File: src/rtl/apb_i2c_master_arb_if.sv
// rtl/apb_i2c_master_arb_if.sv - requester, response and APB bus bundle for apb_i2c_master_arb
interface apb_i2c_master_arb_if #(
    parameter int ADDR_W = 4
);
    logic              req0_valid;
    logic              req0_ready;
    logic              req0_write;
    logic [ADDR_W-1:0] req0_addr;
    logic [31:0]       req0_wdata;

    logic              req1_valid;
    logic              req1_ready;
    logic              req1_write;
    logic [ADDR_W-1:0] req1_addr;
    logic [31:0]       req1_wdata;

    logic              rsp_valid;
    logic              rsp_id;
    logic [31:0]       rsp_rdata;
    logic [1:0]        rsp_code;
    logic              busy;

    logic              PSELx;
    logic              PENABLE;
    logic              PWRITE;
    logic [31:0]       PADDR;
    logic [31:0]       PWDATA;
    logic [31:0]       PRDATA;
    logic              PREADY;
    logic              PSLVERR;

    // master: the arbiter/APB master view; slave: requesters plus bridge
    modport master (
        input  req0_valid, req0_write, req0_addr, req0_wdata,
        input  req1_valid, req1_write, req1_addr, req1_wdata,
        output req0_ready, req1_ready,
        output rsp_valid, rsp_id, rsp_rdata, rsp_code, busy,
        output PSELx, PENABLE, PWRITE, PADDR, PWDATA,
        input  PRDATA, PREADY, PSLVERR
    );

    modport slave (
        output req0_valid, req0_write, req0_addr, req0_wdata,
        output req1_valid, req1_write, req1_addr, req1_wdata,
        input  req0_ready, req1_ready,
        input  rsp_valid, rsp_id, rsp_rdata, rsp_code, busy,
        input  PSELx, PENABLE, PWRITE, PADDR, PWDATA,
        output PRDATA, PREADY, PSLVERR
    );
endinterface

File: src/rtl/apb_i2c_master_arb.sv
// rtl/apb_i2c_master_arb.sv - two-requester round-robin APB master for the APB-I2C bridge
module apb_i2c_master_arb #(
    parameter int ADDR_W   = 4,
    parameter int WAIT_MAX = 16
) (
    input logic                  PCLK,
    input logic                  PRESETn,
    apb_i2c_master_arb_if.master bus
);
    typedef enum logic [1:0] {
        S_IDLE,
        S_SETUP,
        S_ACCESS,
        S_RESP
    } state_t;

    localparam int CNT_W = $clog2(WAIT_MAX + 1);

    localparam logic [1:0] CODE_OK     = 2'b00;
    localparam logic [1:0] CODE_SLVERR = 2'b01;
    localparam logic [1:0] CODE_TMO    = 2'b10;
    localparam logic [1:0] CODE_DECERR = 2'b11;

    state_t            r_state;
    state_t            w_next;
    logic [CNT_W-1:0]  r_wait;
    logic              r_last;
    logic              r_id;
    logic [31:0]       r_rdata;
    logic [1:0]        r_code;
    logic              r_psel;
    logic              r_penable;
    logic              r_pwrite;
    logic [31:0]       r_paddr;
    logic [31:0]       r_pwdata;

    logic              w_any;
    logic              w_gid;
    logic              w_grant;
    logic              w_gwrite;
    logic [ADDR_W-1:0] w_gaddr;
    logic [31:0]       w_gwdata;
    logic              w_legal;
    logic              w_timeout;
    logic              w_rsp;

    // On a tie the requester that did not win last time is served
    assign w_any    = bus.req0_valid | bus.req1_valid;
    assign w_gid    = (bus.req0_valid & bus.req1_valid) ? ~r_last : bus.req1_valid;
    assign w_grant  = (r_state == S_IDLE) & w_any;
    assign w_gwrite = w_gid ? bus.req1_write : bus.req0_write;
    assign w_gaddr  = w_gid ? bus.req1_addr  : bus.req0_addr;
    assign w_gwdata = w_gid ? bus.req1_wdata : bus.req0_wdata;

    assign w_legal = w_gwrite ? ((w_gaddr == ADDR_W'(4'h0)) ||
                                 (w_gaddr == ADDR_W'(4'h8)) ||
                                 (w_gaddr == ADDR_W'(4'hC)))
                              :  (w_gaddr == ADDR_W'(4'h4));

    // Last tolerated wait cycle: PREADY still low after WAIT_MAX ACCESS cycles
    assign w_timeout = (r_wait == CNT_W'(WAIT_MAX - 1)) & ~bus.PREADY;

    assign bus.req0_ready = w_grant & ~w_gid & bus.req0_valid;
    assign bus.req1_ready = w_grant &  w_gid & bus.req1_valid;

    always_ff @(posedge PCLK or negedge PRESETn) begin
        if (!PRESETn) begin
            r_state <= S_IDLE;
        end else begin
            r_state <= w_next;
        end
    end

    always_comb begin
        w_next = r_state;
        case (r_state)
            S_IDLE: begin
                if (w_grant) begin
                    w_next = w_legal ? S_SETUP : S_RESP;
                end
            end
            S_SETUP: begin
                w_next = S_ACCESS;
            end
            S_ACCESS: begin
                if (bus.PREADY || w_timeout) begin
                    w_next = S_RESP;
                end
            end
            S_RESP: begin
                w_next = S_IDLE;
            end
            default: begin
                w_next = S_IDLE;
            end
        endcase
    end

    always_ff @(posedge PCLK or negedge PRESETn) begin
        if (!PRESETn) begin
            r_wait    <= '0;
            r_last    <= 1'b1;
            r_id      <= 1'b0;
            r_rdata   <= '0;
            r_code    <= CODE_OK;
            r_psel    <= 1'b0;
            r_penable <= 1'b0;
            r_pwrite  <= 1'b0;
            r_paddr   <= '0;
            r_pwdata  <= '0;
        end else begin
            case (r_state)
                S_IDLE: begin
                    if (w_grant) begin
                        r_last  <= w_gid;
                        r_id    <= w_gid;
                        r_rdata <= '0;
                        if (w_legal) begin
                            r_code    <= CODE_OK;
                            r_psel    <= 1'b1;
                            r_penable <= 1'b0;
                            r_pwrite  <= w_gwrite;
                            r_paddr   <= 32'(w_gaddr);
                            r_pwdata  <= w_gwdata;
                        end else begin
                            r_code <= CODE_DECERR;
                        end
                    end
                end
                S_SETUP: begin
                    r_penable <= 1'b1;
                end
                S_ACCESS: begin
                    if (bus.PREADY) begin
                        r_psel    <= 1'b0;
                        r_penable <= 1'b0;
                        r_code    <= bus.PSLVERR ? CODE_SLVERR : CODE_OK;
                        r_rdata   <= (!r_pwrite && !bus.PSLVERR) ? bus.PRDATA : 32'h0;
                    end else if (w_timeout) begin
                        r_psel    <= 1'b0;
                        r_penable <= 1'b0;
                        r_code    <= CODE_TMO;
                    end else begin
                        r_wait <= r_wait + CNT_W'(1);
                    end
                end
                S_RESP: begin
                    r_wait <= '0;
                end
                default: begin
                    r_wait <= '0;
                end
            endcase
        end
    end

    assign w_rsp         = (r_state == S_RESP);
    assign bus.rsp_valid = w_rsp;
    assign bus.rsp_id    = w_rsp & r_id;
    assign bus.rsp_rdata = w_rsp ? r_rdata : 32'h0;
    assign bus.rsp_code  = w_rsp ? r_code  : 2'b00;
    assign bus.busy      = (r_state != S_IDLE);

    assign bus.PSELx   = r_psel;
    assign bus.PENABLE = r_penable;
    assign bus.PWRITE  = r_pwrite;
    assign bus.PADDR   = r_paddr;
    assign bus.PWDATA  = r_pwdata;
endmodule

File: src/flat_wrapper.sv
// flat-port wrapper written by rule: the top's interface ports become plain ports
module apb_i2c_master_arb_flat 
#(
    parameter int ADDR_W   = 4,
    parameter int WAIT_MAX = 16
)
  (PCLK, PRESETn, bus_req0_valid, bus_req0_write, bus_req0_addr, bus_req0_wdata, bus_req1_valid, bus_req1_write, bus_req1_addr, bus_req1_wdata, bus_req0_ready, bus_req1_ready, bus_rsp_valid, bus_rsp_id, bus_rsp_rdata, bus_rsp_code, bus_busy, bus_PSELx, bus_PENABLE, bus_PWRITE, bus_PADDR, bus_PWDATA, bus_PRDATA, bus_PREADY, bus_PSLVERR);
  apb_i2c_master_arb_if #(.ADDR_W(ADDR_W)) bus_i ();
  input logic PCLK;
  input logic PRESETn;
  input wire logic [$bits(bus_i.req0_valid)-1:0] bus_req0_valid;
  input wire logic [$bits(bus_i.req0_write)-1:0] bus_req0_write;
  input wire logic [$bits(bus_i.req0_addr)-1:0] bus_req0_addr;
  input wire logic [$bits(bus_i.req0_wdata)-1:0] bus_req0_wdata;
  input wire logic [$bits(bus_i.req1_valid)-1:0] bus_req1_valid;
  input wire logic [$bits(bus_i.req1_write)-1:0] bus_req1_write;
  input wire logic [$bits(bus_i.req1_addr)-1:0] bus_req1_addr;
  input wire logic [$bits(bus_i.req1_wdata)-1:0] bus_req1_wdata;
  output wire logic [$bits(bus_i.req0_ready)-1:0] bus_req0_ready;
  output wire logic [$bits(bus_i.req1_ready)-1:0] bus_req1_ready;
  output wire logic [$bits(bus_i.rsp_valid)-1:0] bus_rsp_valid;
  output wire logic [$bits(bus_i.rsp_id)-1:0] bus_rsp_id;
  output wire logic [$bits(bus_i.rsp_rdata)-1:0] bus_rsp_rdata;
  output wire logic [$bits(bus_i.rsp_code)-1:0] bus_rsp_code;
  output wire logic [$bits(bus_i.busy)-1:0] bus_busy;
  output wire logic [$bits(bus_i.PSELx)-1:0] bus_PSELx;
  output wire logic [$bits(bus_i.PENABLE)-1:0] bus_PENABLE;
  output wire logic [$bits(bus_i.PWRITE)-1:0] bus_PWRITE;
  output wire logic [$bits(bus_i.PADDR)-1:0] bus_PADDR;
  output wire logic [$bits(bus_i.PWDATA)-1:0] bus_PWDATA;
  input wire logic [$bits(bus_i.PRDATA)-1:0] bus_PRDATA;
  input wire logic [$bits(bus_i.PREADY)-1:0] bus_PREADY;
  input wire logic [$bits(bus_i.PSLVERR)-1:0] bus_PSLVERR;
  assign bus_i.req0_valid = bus_req0_valid;
  assign bus_i.req0_write = bus_req0_write;
  assign bus_i.req0_addr = bus_req0_addr;
  assign bus_i.req0_wdata = bus_req0_wdata;
  assign bus_i.req1_valid = bus_req1_valid;
  assign bus_i.req1_write = bus_req1_write;
  assign bus_i.req1_addr = bus_req1_addr;
  assign bus_i.req1_wdata = bus_req1_wdata;
  assign bus_req0_ready = bus_i.req0_ready;
  assign bus_req1_ready = bus_i.req1_ready;
  assign bus_rsp_valid = bus_i.rsp_valid;
  assign bus_rsp_id = bus_i.rsp_id;
  assign bus_rsp_rdata = bus_i.rsp_rdata;
  assign bus_rsp_code = bus_i.rsp_code;
  assign bus_busy = bus_i.busy;
  assign bus_PSELx = bus_i.PSELx;
  assign bus_PENABLE = bus_i.PENABLE;
  assign bus_PWRITE = bus_i.PWRITE;
  assign bus_PADDR = bus_i.PADDR;
  assign bus_PWDATA = bus_i.PWDATA;
  assign bus_i.PRDATA = bus_PRDATA;
  assign bus_i.PREADY = bus_PREADY;
  assign bus_i.PSLVERR = bus_PSLVERR;
  apb_i2c_master_arb #(.ADDR_W(ADDR_W), .WAIT_MAX(WAIT_MAX)) u_core (.PCLK(PCLK), .PRESETn(PRESETn), .bus(bus_i));
endmodule
File: config.mk
export PLATFORM = sky130hd
export DESIGN_NAME = apb_i2c_master_arb_flat
export DESIGN_NICKNAME = d
export VERILOG_FILES = /design/src/rtl/apb_i2c_master_arb_if.sv /design/src/rtl/apb_i2c_master_arb.sv /design/src/flat_wrapper.sv
export SDC_FILE = /design/constraint.sdc
export NUM_CORES = 1
export LEC_CHECK = 0
export ABC_CLOCK_PERIOD_IN_PS = 2500
export CELL_PAD_IN_SITES_DETAIL_PLACEMENT = 0
export CELL_PAD_IN_SITES_GLOBAL_PLACEMENT = 1
export CORE_MARGIN = 2
export CORE_UTILIZATION = 28
export DETAILED_ROUTE_END_ITERATION = 7
export HOLD_SLACK_MARGIN = 0.02
export PLACE_DENSITY_LB_ADDON = 0.1
export RECOVER_POWER = 50
export SYNTH_ARGS = -nofsm -noshare
export SYNTH_HDL_FRONTEND = slang
export SYNTH_SLANG_ARGS = --single-unit
File: constraint.sdc
create_clock -name PCLK -period 2.5 [get_ports PCLK]
set_input_delay 0.625 -clock PCLK [delete_from_list [all_inputs] [get_ports PCLK]]
set_output_delay 0.625 -clock PCLK [all_outputs]
set_load 0.02 [all_outputs]
==> metrics.cfg <==
[power]
p_clk_share_pct = 18.9
p_leak_uw = 0.003327
internal_power_uw = 4153
p_per_area_nw_per_um2 = 977.5
comb_power_share_pct = 48.5
pwr-share-seq_pct = 32.6
switching_share_pct = 38.21
peakVddDrop_v = 0.0004000
p_sw_uw = 2569

[synthesis]
syn-instance-count = 420
ys_seq_elements = 82
synth.distinct_cells = 41
synth-async-reset-ratio_pct = 100.0
synth-edff-count = 0
yosysWarnings = 0
synth-seq-area-share_pct = 45.60
synth.avg_cell_area_um2 = 10.72
syn_area_um2 = 4503
synth_ff_type = dfrtp_1

[timing]
rsz0062_at_grt = false
setup_viol = 0
slew_headroom_pct = -12.66
finalCritPeriodShare_pct = 97.28
hold_viol = 0
finalSetupTns_ns = 0
skew_ns = 0.004675
slew_violations = 28
min_period_ns = 2.432
fmax_ghz = 0.4112
worst_slew_pin_slew_ns = 1.690

[layout]
layout_commonest_cell = clkdlybuf4s50_1
n_antenna_cell = 0
final_cell_mix = clkdlybuf4s50_1, dfrtp_1, nand2_1
post-route-util_pct = 43.45
fillers = 1550
design_area_um2 = 6877
area_delta_synth_final_pct = 52.71
drive_gt1_share_pct = 19.55
nNetsFinal = 738

[floorplan]
pin_count = 218
rows = 46
die_h_um = 130.8
die_w_um = 130.8
initial_utilization_pct = 28.45
die-area_um2 = 17110
core_um2 = 15830

[clock_network]
cts_num_sinks = 82
root_buffer = clkbuf_16
cts_tree = built
cts_made_buffers = 9
clkTransAtPathRegs_ns = 0.06
cts.htree.levels = 3
clk_latency_ns = 0.35
cts-hold-fix-buffers = 0
clockBufferDepth = 2

[global_route]
grt_max_degree = 40
antenna_found_initial = 0
grt_pass1_vias = 3900
grt_pass1_wl_um = 20580
busiest_layer = met2
globalRouteMet1Util_pct = 18.93
met2_usage_pct = 26.87
grt_use_total_pct = 15.87
gr-total-overflow = 0
grt_use_met3_pct = 4.479

[detailed_routing]
routed_via_density = 4.319
wl_per_cell_um = 15.45
vias = 3628
dr.pass1.iters = 4
finalWirelength_um = 12980
drtIter0Drc = 144
remaining_drc_errors = 0
drtAntennaViolNets = 0

[placed_design]
place_area_um2 = 6653
hpwl_um = 9875
numPortBuffers = 189
gp_congestion = 0.7532

[setup_path]
arrival_ns = 1.81
cp_max_fo = 5
cp-end-kind = output pin
criticalPathCategory = primary input to output pin
critPathRequiredTime_ns = 1.88
cp-start-kind = primary input

[run_status]
status = finished with violations
violations = max-capacitance violations, max-slew violations

[job]
max_cap_violations = 1

[min_path]
min-delay-path-class = flip-flop to flip-flop

[power by group through the flow]
stage / logic, uW / registers [uW] / clock network, uW
floorplan: 1620 / 2490 / 0
global placement: 3470 / 2200 / 0
detailed placement: 3500 / 2220 / 0
CTS: 3430 / 2210 / 1330
global route: 3540 / 2270 / 1380
finish: 3260 / 2190 / 1270
[stage by stage]
stage	hold WS, ns	instances	total power [uW]	setup WS [ns]
floorplan	0.3294	447	4112	0.2635
global placement	0.4423	824	5669	-0.2215
detailed placement	0.4475	824	5719	-0.2268
CTS	0.2126	840	6971	0.03220
global route	0.4827	840	7196	0.006563
finish	0.4566	840	6722	0.06798
[worst paths after layout]
| kind | startpoint | endpoint | slack, ns | cells after the start |
|---|---|---|---|---|
| hold reg to reg | u_core.r_rdata[4] | u_core.r_rdata[4] | 0.46 | 2 |
| max in group asynchronous | PRESETn | u_core.bus.PWDATA[13] | 0.44 | 2 |
| setup reg to reg | u_core.r_state[1] | u_core.bus.PENABLE | 0.24 | 8 |
| hold / removal | u_core.r_rdata[4] | u_core.r_rdata[4] | 0.46 | 2 |
| min in group asynchronous | PRESETn | u_core.r_rdata[7] | 0.71 | 1 |
| setup / recovery | bus_req0_valid | bus_req0_ready | 0.07 | 4 |
[state kept, by name (all words and copies together), names as in the netlist]
register	flops
u_core.bus.PWDATA	32
u_core.bus.PSELx	1
u_core.r_wait	5
u_core.bus.PADDR	4
u_core.r_state	2
u_core.r_last	1
u_core.bus.PENABLE	1
u_core.r_code	2
u_core.bus.PWRITE	1
u_core.r_id	1
u_core.r_rdata	32
[critical path, cell delays in order]
cell and delay, ns:
clkdlybuf4s50_1 0.55, a21oi_4 0.10, nor2_1 0.17, dlygate4sd2_1 0.36
[cell type report]
class | instances | area [um^2] | share of cell area (%)
clock inverter | 4 | 26.28 | 0.3821
timing repair buffer | 215 | 2076 | 30.19
multi-input combinational | 304 | 2168 | 31.53
inverter | 7 | 26.28 | 0.3821
clock buffer | 12 | 256.5 | 3.730
sequential | 82 | 2053 | 29.86
tap | 216 | 270.3 | 3.930
[cell usage after synthesis, types with 4 or more instances]
cell type / instances / area [um^2]
nand2_1: 73 / 274.0
ha_1: 7 / 87.58
o21ai_0: 7 / 35.03
nor2_1: 6 / 22.52
and2_1: 37 / 231.5
dfrtp_1: 81 / 2027
a22o_1: 4 / 35.03
buf_2: 7 / 35.03
mux2_4: 28 / 420.4
nand3_1: 33 / 165.2
buf_4: 28 / 210.2
mux2_2: 43 / 484.2
inv_1: 7 / 26.28
clkbuf_1: 13 / 48.80
[routing by layer]
layer	wire length [um]	up-vias
met5	0	-
met4	355	0
met3	643	22
met2	6663	101
met1	5314	1748
li1	-	1757
[repair_timing]
action / in CTS / in global routing
endpoints found under the setup margin: 38 / 2
resized for setup: 38 / 3
buffers inserted: 0 / 0
[cell families after synthesis]
group | Yosys count | synth area share [%]
AO/OA/AOI/OAI | 28 | 4.446
multiplexers | 72 | 20.31
flip-flops | 82 | 45.60
adder cells (fa/ha/maj) | 7 | 1.945
buffers and inverters | 61 | 8.864
other | 1 | 0.08328
AND/OR/NAND/NOR | 167 | 18.37
XOR/XNOR | 2 | 0.3891
No activity file was read; power rests on OpenSTA's default activity.
